$ cat src/rtl/pc_fetch.sv
// Program counter and instruction fetch stage: two-state FETCH/HOLD sequencer
// that owns the PC, the fetched instruction register and next-PC selection.
module pc_fetch (
  input  logic        clk,
  input  logic        reset,
  input  logic [2:0]  pcsel,
  input  logic [31:0] jt,
  input  logic        irq,
  input  logic        done,
  output logic        imem_req,
  output logic [31:0] imem_addr,
  input  logic        imem_ack,
  input  logic [31:0] imem_rdata,
  output logic [31:0] id,
  output logic        id_valid,
  output logic [31:0] pc,
  output logic [31:0] pc_inc,
  output logic        irq_ok
);

  localparam logic [31:0] RESET_ADDR = 32'h8000_0000;
  localparam logic [31:0] ILLOP_ADDR = 32'h8000_0004;
  localparam logic [31:0] XADR_ADDR  = 32'h8000_0008;

  typedef enum logic {FETCH = 1'b0, HOLD = 1'b1} state_t;

  state_t      state_reg, state_next;
  logic [31:0] pc_reg, pc_next;
  logic [31:0] id_reg, id_next;
  logic [31:0] npc;
  logic [30:0] br_offset;
  logic [31:0] br_target;
  logic [31:0] jmp_target;

  // Offset is the word displacement scaled to bytes; the supervisor bit is
  // carried over untouched so a branch can never change privilege.
  assign pc_inc     = {pc_reg[31], pc_reg[30:0] + 31'd4};
  assign br_offset  = {{13{id_reg[15]}}, id_reg[15:0], 2'b00};
  assign br_target  = {pc_reg[31], pc_inc[30:0] + br_offset};
  assign jmp_target = {pc_reg[31] & jt[31], jt[30:2], 2'b00};

  always_comb begin
    npc = ILLOP_ADDR;
    case (pcsel)
      3'd0:    npc = pc_inc;
      3'd1:    npc = br_target;
      3'd2:    npc = jmp_target;
      3'd4:    npc = XADR_ADDR;
      default: npc = ILLOP_ADDR;
    endcase
  end

  always_comb begin
    state_next = state_reg;
    pc_next    = pc_reg;
    id_next    = id_reg;
    case (state_reg)
      FETCH: begin
        if (imem_ack) begin
          id_next    = imem_rdata;
          state_next = HOLD;
        end
      end
      HOLD: begin
        if (done) begin
          pc_next    = npc;
          state_next = FETCH;
        end
      end
      default: state_next = FETCH;
    endcase
  end

  always_ff @(posedge clk) begin
    if (reset) begin
      state_reg <= FETCH;
      pc_reg    <= RESET_ADDR;
      id_reg    <= 32'd0;
    end else begin
      state_reg <= state_next;
      pc_reg    <= {pc_next[31:2], 2'b00};
      id_reg    <= id_next;
    end
  end

  // Request is suppressed combinationally while reset is held.
  assign imem_req  = (state_reg == FETCH) && !reset;
  assign imem_addr = pc_reg;
  assign pc        = pc_reg;
  assign id        = id_reg;
  assign id_valid  = (state_reg == HOLD);
  assign irq_ok    = irq & ~pc_reg[31] & id_valid;

endmodule
$ cat config.mk
export PLATFORM = sky130hd
export DESIGN_NAME = pc_fetch
export DESIGN_NICKNAME = d
export VERILOG_FILES = /design/src/rtl/pc_fetch.sv
export SDC_FILE = /design/constraint.sdc
export NUM_CORES = 1
export LEC_CHECK = 0
export ABC_AREA = 1
export BUFFER_PORTS_ARGS = -buffer_cell sky130_fd_sc_hd__buf_2
export CORE_AREA = 3 3 127 129
export CTS_BUF_LIST = sky130_fd_sc_hd__clkbuf_8
export CTS_CLUSTER_DIAMETER = 30
export DETAILED_ROUTE_END_ITERATION = 8
export DIE_AREA = 0 0 130 132
export SLEW_MARGIN = 5
export SYNTH_ARGS = -nofsm -noshare
export SYNTH_HDL_FRONTEND = slang
export SYNTH_SLANG_ARGS = --single-unit
$ cat constraint.sdc
create_clock -name clk -period 3.1 [get_ports clk]
set_input_delay 0.62 -clock clk [delete_from_list [all_inputs] [get_ports clk]]
set_output_delay 0.62 -clock clk [all_outputs]
set_load 0.02 [all_outputs]
# After elaboration in Yosys (flattened, before gate mapping)
# Cells that the tools add are included.
[classes]
eq_ne = 3
n_div = 0
order_cmp = 0
n_bitwise = 7
n_shift = 0
mux = 4
add_sub_neg = 2
n_reduce_logical = 6
mul = 0
[op_table]
columns = ["op", "count"]
rows = [
  ["32-bit case mux with 4 select lines", 1],
  ["31-bit by 3-bit adder with 31-bit output, second input constant", 1],
  ["31-bit adder", 1],
  ["1-bit inverter", 4],
  ["2-bit AND reduction", 2],
  ["4-bit AND reduction", 1],
  ["1-bit AND", 3],
  ["3-bit by 1-bit equality test with 1-bit output, second input constant", 1],
  ["3-bit by 2-bit equality test with 1-bit output, second input constant", 1],
  ["3-bit equality test, second input constant", 1],
  ["3-bit zero test", 1],
  ["1-bit two-way mux", 2],
  ["1-bit case mux with 2 select lines", 1],
  ["1-bit logical AND", 1],
  ["1-bit zero test", 1],
]
[totals]
input_bits = 72
mem_count = 0
output_inout_bits = 131
ram_bits = 0
wordCells = 27
regBits = 65
latchBits = 0
rom_bits = 0

# Depth between registers and ports, before layout
[depth]
word_depth = 3
mapped_depth = 25

# Worst setup path before layout
# Ideal clock, no wire load.
[synth_path]
path_type = "reg-to-reg"
from = "reg pc_reg[2] (netlist: imem_addr[2])"
to = "reg pc_reg[27] (netlist: imem_addr[27])"
t_arrival_ns = 2.962
stages_incl_launch_ff = 19
setup_slack_ns = 0.026
cell_sequence = "dfxtp_1 > ha_1 > nand2_2 > nor2_8 > nand2_2 > nor2_4 > nand3_1 > xor2_1 > ha_1 > a21oi_1 > o21ai_0 > nand2_1 > nand2_1 > a21oi_1 > nand3_1 > nand3_1 > nand2_1 > nand2_1 > nand2_1"
[synth_between]
elab_chain_len = 3
[synth_rtl]
columns = ["item", "line", "text"]
rows = [
  ["from (decl)", "28", "logic [31:0] pc_reg, pc_next;"],
  ["from (signal assigned)", "81", "pc_reg <= {pc_next[31:2], 2'b00};"],
  ["31-bit by 3-bit adder with 31-bit output", "37", "assign pc_inc = {pc_reg[31], pc_reg[30:0] + 31'd4};"],
  ["named net pc_inc[22]", "17", "output logic [31:0] pc_inc,"],
  ["31-bit adder", "39", "assign br_target = {pc_reg[31], pc_inc[30:0] + br_offset};"],
  ["32-bit case mux with 4 select lines", "44", "case (pcsel)"],
]
# The timed path passes the listed nets, and every way through them passes these cells.
# A chain may end at the register's enable or synchronous reset.

# Worst setup path in the final report
[layout_path]
from = "reg pc_reg[10] (netlist: imem_addr[10])"
to = "reg pc_reg[30] (netlist: imem_addr[30])"
[layout_between]
elab_chain_len = 3
[layout_rtl]
columns = ["item", "line"]
rows = [
  ["31-bit by 3-bit adder with 31-bit output (*)", "37"],
  ["31-bit adder", "39"],
  ["32-bit case mux with 4 select lines (*)", "44"],
]
# Every way passes the cells marked *; elsewhere a longest branch is shown, timed or not.

==> results.sh <==
export IMPL_status="complete, no violations"
export IMPL_synth_async_reset_ratio=0
export IMPL_critical_path_max_stage_delay_ps=390
export IMPL_globalRouteTotalUtil=0.261
export IMPL_total_leakage_power_nw=4.62
export IMPL_worst_path_buf_inv=3
export IMPL_arrival_ps=3290
export IMPL_tritoncts="yes"
export IMPL_cell_area_after_technology_mapping_um2=5970
export IMPL_design_portCount=203
export IMPL_r2r_worst_path_cells=19
export IMPL_seqCellArea_um2=1270
export IMPL_final_period_utilization=0.960
export IMPL_port_buffer_count=194
export IMPL_clk_tree_root_cell="sky130_fd_sc_hd__clkbuf_8"
export IMPL_worstPathCellList="nand2_1, nor3_2, nand2_1, nor2_2, xor2_1, inv_1, ha_1, nand2_1, inv_1, a21oi_1, nand3_1, buf_4, nand2_1, nand2_1, nand2_1, nand3_2, nand2_1, nand2_1, nand2_1"
export IMPL_htree_num_levels=3
export IMPL_hold_depth=2
export IMPL_startpoint_type_of_the_worst_setup_path="flop"
export IMPL_vdd_ir_drop_max_v=0.000241
export IMPL_grt_max_degree=35
export IMPL_finalCoreUtilization=0.528
export IMPL_ys_seq_elements=63
export IMPL_area_growth_syn_to_layout_pct=34.0
export IMPL_yosys_warnings=0
export IMPL_timing_critical_path_to_type="flop"
export IMPL_cap_viol_max_count=0
export IMPL_route_vias_total=7205
export IMPL_remaining_drc_errors=0
export IMPL_cts_path_max_buffers=2
export IMPL_synth_enable_flop_cells=0
export IMPL_hold_viol=0
export IMPL_cts_hold_buf=0
export IMPL_setup_violations=0
export IMPL_max_slew_violation_total_from_the_final_report=0
export IMPL_floorplan_die_width_um=130
export IMPL_clk_pin_slew_ps=90
export IMPL_timing_slew_headroom=0.549
export IMPL_cellPowerDensity_nw_per_um2=276
export IMPL_detailedRoute_firstIterationViolations=458
export IMPL_ant_nets=0
export IMPL_globalRouteOverflowTotal=0
export IMPL_synth_cell_type_count=49
export IMPL_post_drt_wl_per_cell_um=15.5
export IMPL_clk_latency_ps=370
export IMPL_antenna_cells_inserted=0
export IMPL_cts_sinks=63
export IMPL_crit_fanout=4
export IMPL_crit_top_cell="sky130_fd_sc_hd__nand2_1"
export IMPL_hp_class="primary input to flop"
export IMPL_max_freq_mhz=336
export IMPL_std_cell_rows=45
export IMPL_rsz0062_at_grt="true"
export IMPL_layout_common_cells="sky130_fd_sc_hd__nand2_1, sky130_fd_sc_hd__buf_2, sky130_fd_sc_hd__inv_1"
export IMPL_synth_avg_cell_area_um2=5.79
export IMPL_drive_gt1_frac=0.317
export IMPL_flip_flop_count_of_the_largest_register_all_copies_and_words_added=32
export IMPL_timing_critical_path_depth=19
export IMPL_r2r_setup_slack_ps=120
export IMPL_die_footprint_um2=17200
export IMPL_number_of_global_route_vias_before_repair=6635
export IMPL_antenna_found_initial=0
export IMPL_cpMaxStageDelayCell="sky130_fd_sc_hd__dfxtp_2"
export IMPL_vertical_die_dimension_um=132
export IMPL_max_slew_worst_pin_slew_ps=676
export IMPL_min_to="imem_addr[2]"
export IMPL_grt_pass1_wl_um=35100
export IMPL_area_occupied_by_multi_input_gates_um2=4080
export IMPL_period_needed_ps=2980
export IMPL_finish_net_count=1379
export IMPL_critical_path_class="flop to flop"
export IMPL_synth_main_ff_cell="sky130_fd_sc_hd__dfxtp_1"
export IMPL_worst_ep_required_time_ps=3410
export IMPL_crit_start="imem_addr[10]"
export IMPL_cts_buffers=9
export IMPL_dr_pass1_iters=5
export IMPL_worstReg2RegEnd="imem_addr[30]"
export IMPL_layout_cells_most_common="sky130_fd_sc_hd__nand2_1"
export IMPL_floorplan_core_area_um2=15100
export IMPL_r2r_start="imem_addr[10]"
export IMPL_setup_tns_ps=0
export IMPL_post_synth_inst_count=1030
export IMPL_n_fill_cell=1684
export IMPL_timing_hold_worst_start="reset"
export IMPL_via_per_inst=4.91
export IMPL_routed_wl_um=22800
export IMPL_globalplace_congestion=0.966
export IMPL_effective_utilization_at_floorplan=0.394
export IMPL_detailed_place_hpwl_um=18700
export IMPL_synth_sequential_area_ratio=0.211
export IMPL_final_worst_clock_skew_ps=17.2
export IMPL_timing_critical_path_max_delay_family="simple AND/OR/NAND/NOR gates"
-- worst register-to-register path, delay by kind of cell (launching register included) --
| kind | cells | cell delay (ps) |
|---|---|---|
| flops | 1 | 390 |
| buf+inv | 3 | 370 |
| compound gates | 1 | 210 |
| fa+ha+maj | 1 | 330 |
| xor+xnor | 1 | 240 |
| simple gates | 13 | 1370 |
-- power by group --
part / leakage (nW) / total (mW) / internal, mW / switching, mW
logic: 3.99 / 0.477 / 0.172 / 0.305
registers: 0.521 / 0.877 / 0.849 / 0.0281
clock network: 0.112 / 0.855 / 0.495 / 0.359
total: 4.62 / 2.21 / 1.52 / 0.693
-- cell usage after synthesis (2+ instances only) --
cell type                  count  share of area
sky130_fd_sc_hd__inv_1       127          0.080
sky130_fd_sc_hd__and2_1        3         0.0031
sky130_fd_sc_hd__clkinv_2      2         0.0017
sky130_fd_sc_hd__a21o_1        4         0.0050
sky130_fd_sc_hd__buf_4        38          0.048
sky130_fd_sc_hd__xnor2_2       2         0.0055
sky130_fd_sc_hd__buf_2         5         0.0042
sky130_fd_sc_hd__nand3b_1      4         0.0050
sky130_fd_sc_hd__clkbuf_1     14         0.0088
sky130_fd_sc_hd__nor3_2        2         0.0034
sky130_fd_sc_hd__a21oi_1      37          0.031
sky130_fd_sc_hd__nor2_1      128          0.081
sky130_fd_sc_hd__nand2_1     337           0.21
sky130_fd_sc_hd__nand3_1      78          0.065
sky130_fd_sc_hd__o21ai_0      55          0.046
sky130_fd_sc_hd__or2_2         3         0.0031
sky130_fd_sc_hd__inv_2        10         0.0063
sky130_fd_sc_hd__a221oi_1      2         0.0029
sky130_fd_sc_hd__nor3_1        9         0.0075
sky130_fd_sc_hd__xor2_1       14          0.021
sky130_fd_sc_hd__nor2_4        4         0.0075
sky130_fd_sc_hd__nor2_2        5         0.0052
sky130_fd_sc_hd__nand2_2       4         0.0042
sky130_fd_sc_hd__o21bai_1      6         0.0075
sky130_fd_sc_hd__o21ai_1       7         0.0059
sky130_fd_sc_hd__o22ai_1       2         0.0021
sky130_fd_sc_hd__dfxtp_1      63           0.21
sky130_fd_sc_hd__nand2_4       2         0.0038
sky130_fd_sc_hd__nand4_1      11          0.012
sky130_fd_sc_hd__ha_1         33          0.069
-- layout make-up --
type | instances | area share
Inverter | 140 | 0.0660
Multi-Input combinational cell | 774 | 0.510
Sequential cell | 63 | 0.159
Clock buffer | 11 | 0.0189
Clock inverter | 5 | 0.0100
Tap cell | 188 | 0.0294
Timing Repair Buffer | 285 | 0.207
-- worst max-delay path by stage --
stage,endpoint,slack (ps)
2_1_floorplan,imem_addr[27],30
3_3_place_gp,imem_addr[30],30
3_5_place_dp,imem_addr[30],7
4_1_cts,imem_addr[26],10
5_1_grt,imem_addr[30],-70
6_report,imem_addr[30],120
-- metrics by stage --
step	total power, mW	hold slack [ps]	cell area [um2]	cells	worst slack [ps]
2_1_floorplan	1.17	574	5990	1035	26.1
3_3_place_gp	1.35	488	7490	1447	34.8
3_5_place_dp	1.35	490	7490	1447	7.15
4_1_cts	2.21	437	7720	1463	11.9
5_1_grt	2.31	439	8000	1466	-68.6
6_report	2.21	450	8000	1466	122
-- cell families (layout without fill, tap and decap cells) --
group | count (synthesis) | in the layout | share of synthesized area
AOI/OAI and AO/OA | 122 | 122 | 0.113
adders and majority gates | 34 | 34 | 0.0725
DFF | 63 | 63 | 0.211
and+or+nand+nor | 595 | 595 | 0.424
buffers and inverters | 198 | 441 | 0.150
other | 1 | 6 | 0.000628
xor gates and xnor gates | 17 | 17 | 0.0287
-- layer usage --
metal	up-vias	wire (um)	global-route usage
li1	3703	-	-
met1	3196	9870	0.342
met2	266	10400	0.421
met3	40	1750	0.0579
met4	0	716	0.0889
met5	-	0	0
-- what timing repair did --
item	in CTS	in global routing
resized for setup	2	73
endpoints found under the setup margin	2	22
pin swaps	0	7
setup buffers	0	3
Note: power is estimated with default switching activity, not from simulation.
